===== src/rtl/float_multiplier.sv =====
// float_multiplier: multi-cycle binary32 multiplier, strobe/ack on both sides.
// Define FLOAT_MULTIPLIER_DENORMAL_EN for subnormal support; default is flush-to-zero.

module float_multiplier (
  input  logic        i_CLK,
  input  logic        i_RST,
  input  logic [31:0] i_A,
  input  logic [31:0] i_B,
  input  logic        i_AB_STB,
  output logic        o_AB_ACK,
  output logic [31:0] o_Z,
  output logic        o_Z_STB,
  input  logic        i_Z_ACK
);

  typedef enum logic [3:0] {
    GET_INPUT, UNPACK, SPECIAL, NORM_A,
    NORM_B, MUL_0, MUL_1, NORM_1,
    NORM_2, ROUND, PACK, PUT_Z
  } state_t;

  state_t r_state, w_next;

  logic [31:0]       r_a, r_b, r_z, r_o_z;
  logic [23:0]       r_a_m, r_b_m, r_z_m;
  logic signed [9:0] r_a_e, r_b_e, r_z_e;
  logic              r_z_s, r_g, r_r, r_st;
  logic              r_ab_ack, r_z_stb;
  logic [49:0]       r_prod;
  logic [47:0]       w_mul;
  logic              w_a_nan, w_b_nan, w_a_inf, w_b_inf;
  logic              w_a_zero, w_b_zero;
  logic              w_special, w_z_under;
  logic [31:0]       w_spec_z, w_pack;
  logic [7:0]        w_exp8;

  assign o_AB_ACK = r_ab_ack;
  assign o_Z_STB  = r_z_stb;
  assign o_Z      = r_o_z;

  assign w_a_nan = (r_a_e == 10'sd128) && (r_a_m != 24'd0);
  assign w_b_nan = (r_b_e == 10'sd128) && (r_b_m != 24'd0);
  assign w_a_inf = (r_a_e == 10'sd128) && (r_a_m == 24'd0);
  assign w_b_inf = (r_b_e == 10'sd128) && (r_b_m == 24'd0);
`ifdef FLOAT_MULTIPLIER_DENORMAL_EN
  assign w_a_zero = (r_a_e == -10'sd127) && (r_a_m == 24'd0);
  assign w_b_zero = (r_b_e == -10'sd127) && (r_b_m == 24'd0);
`else
  assign w_a_zero = (r_a_e == -10'sd127);
  assign w_b_zero = (r_b_e == -10'sd127);
`endif

  assign w_mul     = {24'd0, r_a_m} * {24'd0, r_b_m};
  assign w_z_under = (r_z_e < -10'sd126);
  assign w_exp8    = r_z_e[7:0] + 8'd127;

  // first match wins: NaN, inf*0, inf, zero
  always_comb begin
    w_special = 1'b1;
    w_spec_z  = {r_z_s, 31'd0};
    if (w_a_nan || w_b_nan) begin
      w_spec_z = 32'h7FC0_0000;
    end else if ((w_a_inf && w_b_zero) || (w_b_inf && w_a_zero)) begin
      w_spec_z = 32'h7FC0_0000;
    end else if (w_a_inf || w_b_inf) begin
      w_spec_z = {r_z_s, 8'hFF, 23'd0};
    end else if (w_a_zero || w_b_zero) begin
      w_spec_z = {r_z_s, 31'd0};
    end else begin
      w_special = 1'b0;
    end
  end

  always_comb begin
    w_pack = {r_z_s, w_exp8, r_z_m[22:0]};
    if (r_z_e > 10'sd127) begin
      w_pack = {r_z_s, 8'hFF, 23'd0};
    end else if ((r_z_e == -10'sd126) && !r_z_m[23]) begin
      w_pack = {r_z_s, 8'd0, r_z_m[22:0]};
    end
  end

  always_ff @(posedge i_CLK) begin
    if (i_RST) r_state <= GET_INPUT;
    else       r_state <= w_next;
  end

  always_comb begin
    w_next = r_state;
    unique case (r_state)
      GET_INPUT: if (r_ab_ack && i_AB_STB) w_next = UNPACK;
      UNPACK:    w_next = SPECIAL;
      SPECIAL:   w_next = w_special ? PUT_Z : NORM_A;
`ifdef FLOAT_MULTIPLIER_DENORMAL_EN
      NORM_A:    if (r_a_m[23]) w_next = NORM_B;
      NORM_B:    if (r_b_m[23]) w_next = MUL_0;
      NORM_2:    if (!w_z_under) w_next = ROUND;
`else
      NORM_A:    w_next = NORM_B;
      NORM_B:    w_next = MUL_0;
      NORM_2:    w_next = w_z_under ? PUT_Z : ROUND;
`endif
      MUL_0:     w_next = MUL_1;
      MUL_1:     w_next = NORM_1;
      NORM_1:    if (r_z_m[23]) w_next = NORM_2;
      ROUND:     w_next = PACK;
      PACK:      w_next = PUT_Z;
      PUT_Z:     if (r_z_stb && i_Z_ACK) w_next = GET_INPUT;
      default:   w_next = GET_INPUT;
    endcase
  end

  always_ff @(posedge i_CLK) begin
    if (i_RST) begin
      r_ab_ack <= 1'b0;
      r_z_stb  <= 1'b0;
      r_o_z    <= 32'd0;
    end else begin
      unique case (r_state)
        GET_INPUT: begin
          r_ab_ack <= 1'b1;
          if (r_ab_ack && i_AB_STB) begin
            r_a      <= i_A;
            r_b      <= i_B;
            r_ab_ack <= 1'b0;
          end
        end
        UNPACK: begin
          r_a_m <= {1'b0, r_a[22:0]};
          r_b_m <= {1'b0, r_b[22:0]};
          r_a_e <= $signed({2'b00, r_a[30:23]}) - 10'sd127;
          r_b_e <= $signed({2'b00, r_b[30:23]}) - 10'sd127;
          r_z_s <= r_a[31] ^ r_b[31];
        end
        SPECIAL: begin
          if (w_special) begin
            r_z <= w_spec_z;
          end else begin
            if (r_a_e == -10'sd127) r_a_e <= -10'sd126;
            else                    r_a_m[23] <= 1'b1;
            if (r_b_e == -10'sd127) r_b_e <= -10'sd126;
            else                    r_b_m[23] <= 1'b1;
          end
        end
`ifdef FLOAT_MULTIPLIER_DENORMAL_EN
        NORM_A: begin
          if (!r_a_m[23]) begin
            r_a_m <= r_a_m << 1;
            r_a_e <= r_a_e - 10'sd1;
          end
        end
        NORM_B: begin
          if (!r_b_m[23]) begin
            r_b_m <= r_b_m << 1;
            r_b_e <= r_b_e - 10'sd1;
          end
        end
        NORM_2: begin
          if (w_z_under) begin
            r_z_m <= r_z_m >> 1;
            r_g   <= r_z_m[0];
            r_r   <= r_g;
            r_st  <= r_st | r_r;
            r_z_e <= r_z_e + 10'sd1;
          end
        end
`else
        NORM_A: begin
        end
        NORM_B: begin
        end
        NORM_2: begin
          if (w_z_under) r_z <= {r_z_s, 31'd0};
        end
`endif
        MUL_0: begin
          r_prod <= {w_mul, 2'b00};
          r_z_e  <= r_a_e + r_b_e + 10'sd1;
        end
        MUL_1: begin
          r_z_m <= r_prod[49:26];
          r_g   <= r_prod[25];
          r_r   <= r_prod[24];
          r_st  <= |r_prod[23:0];
        end
        NORM_1: begin
          if (!r_z_m[23]) begin
            r_z_m <= {r_z_m[22:0], r_g};
            r_g   <= r_r;
            r_r   <= 1'b0;
            r_z_e <= r_z_e - 10'sd1;
          end
        end
        ROUND: begin
          if (r_g && (r_r || r_st || r_z_m[0])) begin
            r_z_m <= r_z_m + 24'd1;
            if (r_z_m == 24'hFF_FFFF) r_z_e <= r_z_e + 10'sd1;
          end
        end
        PACK: begin
          r_z <= w_pack;
        end
        PUT_Z: begin
          r_z_stb <= 1'b1;
          if (!r_z_stb) r_o_z <= r_z;
          if (r_z_stb && i_Z_ACK) begin
            r_z_stb  <= 1'b0;
            r_ab_ack <= 1'b1;
          end
        end
        default: begin
          r_ab_ack <= 1'b0;
          r_z_stb  <= 1'b0;
        end
      endcase
    end
  end

endmodule


===== config.mk =====
export PLATFORM = sky130hd
export DESIGN_NAME = float_multiplier
export DESIGN_NICKNAME = d
export VERILOG_FILES = /design/src/rtl/float_multiplier.sv
export SDC_FILE = /design/constraint.sdc
export NUM_CORES = 2
export LEC_CHECK = 0
export ABC_CLOCK_PERIOD_IN_PS = 19900
export BUFFER_PORTS_ARGS = -buffer_cell sky130_fd_sc_hd__clkbuf_2
export CAP_MARGIN = 25
export CORE_MARGIN = 1.5
export CORE_UTILIZATION = 25
export CTS_BUF_LIST = sky130_fd_sc_hd__clkbuf_2 sky130_fd_sc_hd__clkbuf_4 sky130_fd_sc_hd__clkbuf_8
export CTS_CLUSTER_DIAMETER = 120
export DETAILED_ROUTE_END_ITERATION = 10
export PLACE_DENSITY_LB_ADDON = 0.25
export SLEW_MARGIN = 20
export SYNTH_ARGS = -nofsm -noshare
export SYNTH_HDL_FRONTEND = slang
export SYNTH_SLANG_ARGS = --single-unit

===== constraint.sdc =====
create_clock -name i_CLK -period 19.9 [get_ports i_CLK]
set_input_delay 3.98 -clock i_CLK [delete_from_list [all_inputs] [get_ports i_CLK]]
set_output_delay 3.98 -clock i_CLK [all_outputs]
set_load 0.05 [all_outputs]

==> metrics.md <==
| Metric | Value |
|---|---|
| Outcome | `complete, no violations` |
| Vias | `20764` |
| Avg Inst Size Synth | `10.0 um2` |
| Post-synth top cells | `563 x inv_1, 484 x fa_1, 412 x nand2_1` |
| Slew Limit Headroom | `24.3%` |
| Gr usage total | `13.7%` |
| Post-synth ARST share | `0%` |
| Final-report hold violation count | `0` |
| Fin Setup TNS | `0 ns` |
| Height of the die | `354 um` |
| Root Buffer | `clkbuf_8` |
| CTS resizes | `0` |
| Top-count cell post-synth | `inv_1` |
| Cells after synthesis | `3057` |
| Worst-path clk slew | `~0.060 ns` |
| # DRC | `0` |
| I/O pin cnt | `102` |
| Seq/Total Area, Yosys | `roughly a quarter` |
| CP Max Fanout | `25` |
| Min-delay worst type | `register to register` |
| Met2 Use GR | `between 20% and 30%` |
| Maxcap violations | `0` |
| Top_reg_cell synth | `edfxtp_1` |
| Worst setup EP type | `register` |
| FMAX | `130 MHz` |
| Max clock buf depth | `3` |
| Synth cell types | `71` |
| Grt peak-use layer | `met2` |
| DR vias/cell | `4.33` |
| Initial Util | `25.2%` |
| Post-Syn Area | `30700 um2` |
| Synth top area share | `a little under a third` |
| Cts hold-fix bufs | `0` |
| DP HPWL | `62300 um` |
| Clk_skew | `0.0749 ns` |
| Number of synthesized flops with an enable pin | `~250` |
| CTS HTree Levels | `2` |
| Post-CTS setup buffer count | `0` |
| Initial DRT Pass Iterations | `5` |
| CTS Buf Count | `58` |
| First-pass GRT wire length | `roughly 130000 um` |
| Tmin final | `7.70 ns` |
| RSZ-0062 raised after global routing | `false` |
| Least-Margin Pin Slew | `around 1.1 ns` |
| Grt met3 use | `under 10%` |
| Clk_lat worst skew | `0.75 ns` |
| Initial antenna violation count | `3` |
| Period utilisation layout | `38.7%` |
| Global-route met1 utilization | `around a fifth` |
| Number of global-route vias before repair | `around 22000` |
| Die area | `about 120000 um2` |
| Top cell type by total area after synthesis | `fa_1` |
| Port bufs | `101` |
| Detail Route Antenna Nets | `0` |
| CTS sink count | `roughly 290` |
| CTS tree | `built` |
| # nets final | `~3900` |
| Routability cong. | `0.854` |
| Layout cells sized above 1 | `8.81%` |
| Final Setup Violations | `0` |
| Arr. time, crit path | `about 8.2 ns` |
| Setup CP Type | `register to register` |
| Largest net degree at the start of global routing | `50` |
| # rows | `around 130` |
| Syn nets | `between 3000 and 4000` |
| Top cells by area, synth | `fa_1 32%, edfxtp_1 24%, ha_1 8.0%` |
| Gr ovfl total | `0` |
| CP Launch Type | `register` |
| Crit path required time | `slightly above 20 ns` |
| Core ar. | `122000 um2` |
| Pins Over Slew Limit | `0` |
| Detailed Route Iter0 Violations | `1143` |
| Routed wire per std cell | `about 18 um` |
| Synth warnings | `0` |
| DRT Wirelength | `roughly 84000 um` |
| Seq cells post-synth | `around 290` |
| Syn-to-layout area delta | `12.2%` |
| DIE WIDTH | `between 300 and 400 um` |
[path summary, 6_finish.rpt]
path / slack [ns] / end / startpoint / depth (start not counted)
setup / recovery: 12.20 / r_prod[42] / r_b_m[6] / 22
hold reg to reg: 0.39 / r_b_m[9] / r_b[9] / 0
setup reg to reg: 12.20 / r_prod[42] / r_b_m[6] / 22
hold / removal: 0.39 / r_b_m[9] / r_b[9] / 0
[metal layers]
| layer | routed length [um] | share of wire (%) | up-vias |
|---|---|---|---|
| met3 | 4150 | 4.9 | 103 |
| met2 | 37100 | 44 | 452 |
| li1 | - | - | 9735 |
| met4 | 2030 | 2.4 | 0 |
| met5 | 0 | 0 | - |
| met1 | 40800 | 49 | 10474 |
[critical path, cell delays in order (launching register included)]
cell and delay [ns]:
edfxtp_1 1.10, and2_1 0.27, fa_1 0.42, fa_1 0.54, inv_1 0.07, fa_1 0.40, fa_1 0.54, inv_1 0.06
fa_1 0.49, fa_1 0.49, inv_1 0.05, fa_1 0.47, inv_1 0.04, ha_1 0.37, a21o_1 0.21, a21o_1 0.17
a2111oi_0 0.54, a2111oi_0 0.21, o22a_1 0.20, nor2_1 0.32, o21ai_0 0.18, a21oi_1 0.20, xnor2_1 0.09
[placed cells by master, fill, tap and decap left out, types with 33 or more instances in the layout]
master / synthesis / final
fa_1: 484 / 484
clkbuf_2: 0 / 101
and2_1: 321 / 321
dfxtp_1: 38 / 38
nand3_1: 33 / 33
inv_1: 563 / 563
o21ai_0: 64 / 64
clkbuf_8: 0 / 63
nor2_1: 78 / 77
a21o_1: 33 / 33
nand2_1: 412 / 412
buf_4: 0 / 50
xnor2_1: 50 / 50
a21oi_1: 108 / 107
xor2_1: 44 / 44
ha_1: 196 / 196
edfxtp_1: 248 / 248
[state kept, by name (all words and copies together) (netlist names), 4 cells and up]
| name | count |
|---|---|
| r_z_m | 24 |
| r_a_m | 24 |
| r_z | 32 |
| r_a_e | 9 |
| r_state | 4 |
| r_b | 32 |
| r_a | 32 |
| r_b_e | 9 |
| r_prod | 48 |
| r_z_e | 10 |
| o_Z | 32 |
| r_b_m | 24 |
[metrics by stage]
step	util [%]	instances	area (um2)	worst slack, ns	hold WS [ns]
finish	28.3	4793	34500	12.20	0.391
global route	28.3	4793	34500	11.89	0.383
global placement	27.2	4681	33100	12.26	0.403
CTS	28.2	4784	34300	12.20	0.366
detailed placement	27.2	4682	33100	12.25	0.405
floorplan	-	3057	30700	10.64	0.400
[final cells by class]
| cell class | instances | area (um2) |
|---|---|---|
| tap | 1625 | 2030 |
| timing repair buffer | 157 | 982 |
| antenna | 2 | 5.00 |
| fill | 12881 | 87400 |
| inverter | 563 | 2110 |
| multi-input combinational | 2058 | 19900 |
| sequential | 286 | 8210 |
| clock inverter | 21 | 218 |
| clock buffer | 81 | 1000 |
[cell families after synthesis]
group | synth area share [%]
AND/OR/NAND/NOR | 15.6
buffers and inverters | 8.72
adder cells (fa/ha/maj) | 39.5
AO/OA/AOI/OAI | 6.62
flip-flops | 26.7
XOR/XNOR | 2.68
multiplexers | 0.102
Power is not shown: default switching activity piles up to over one toggle a cycle in this logic, so the estimate is an artifact.
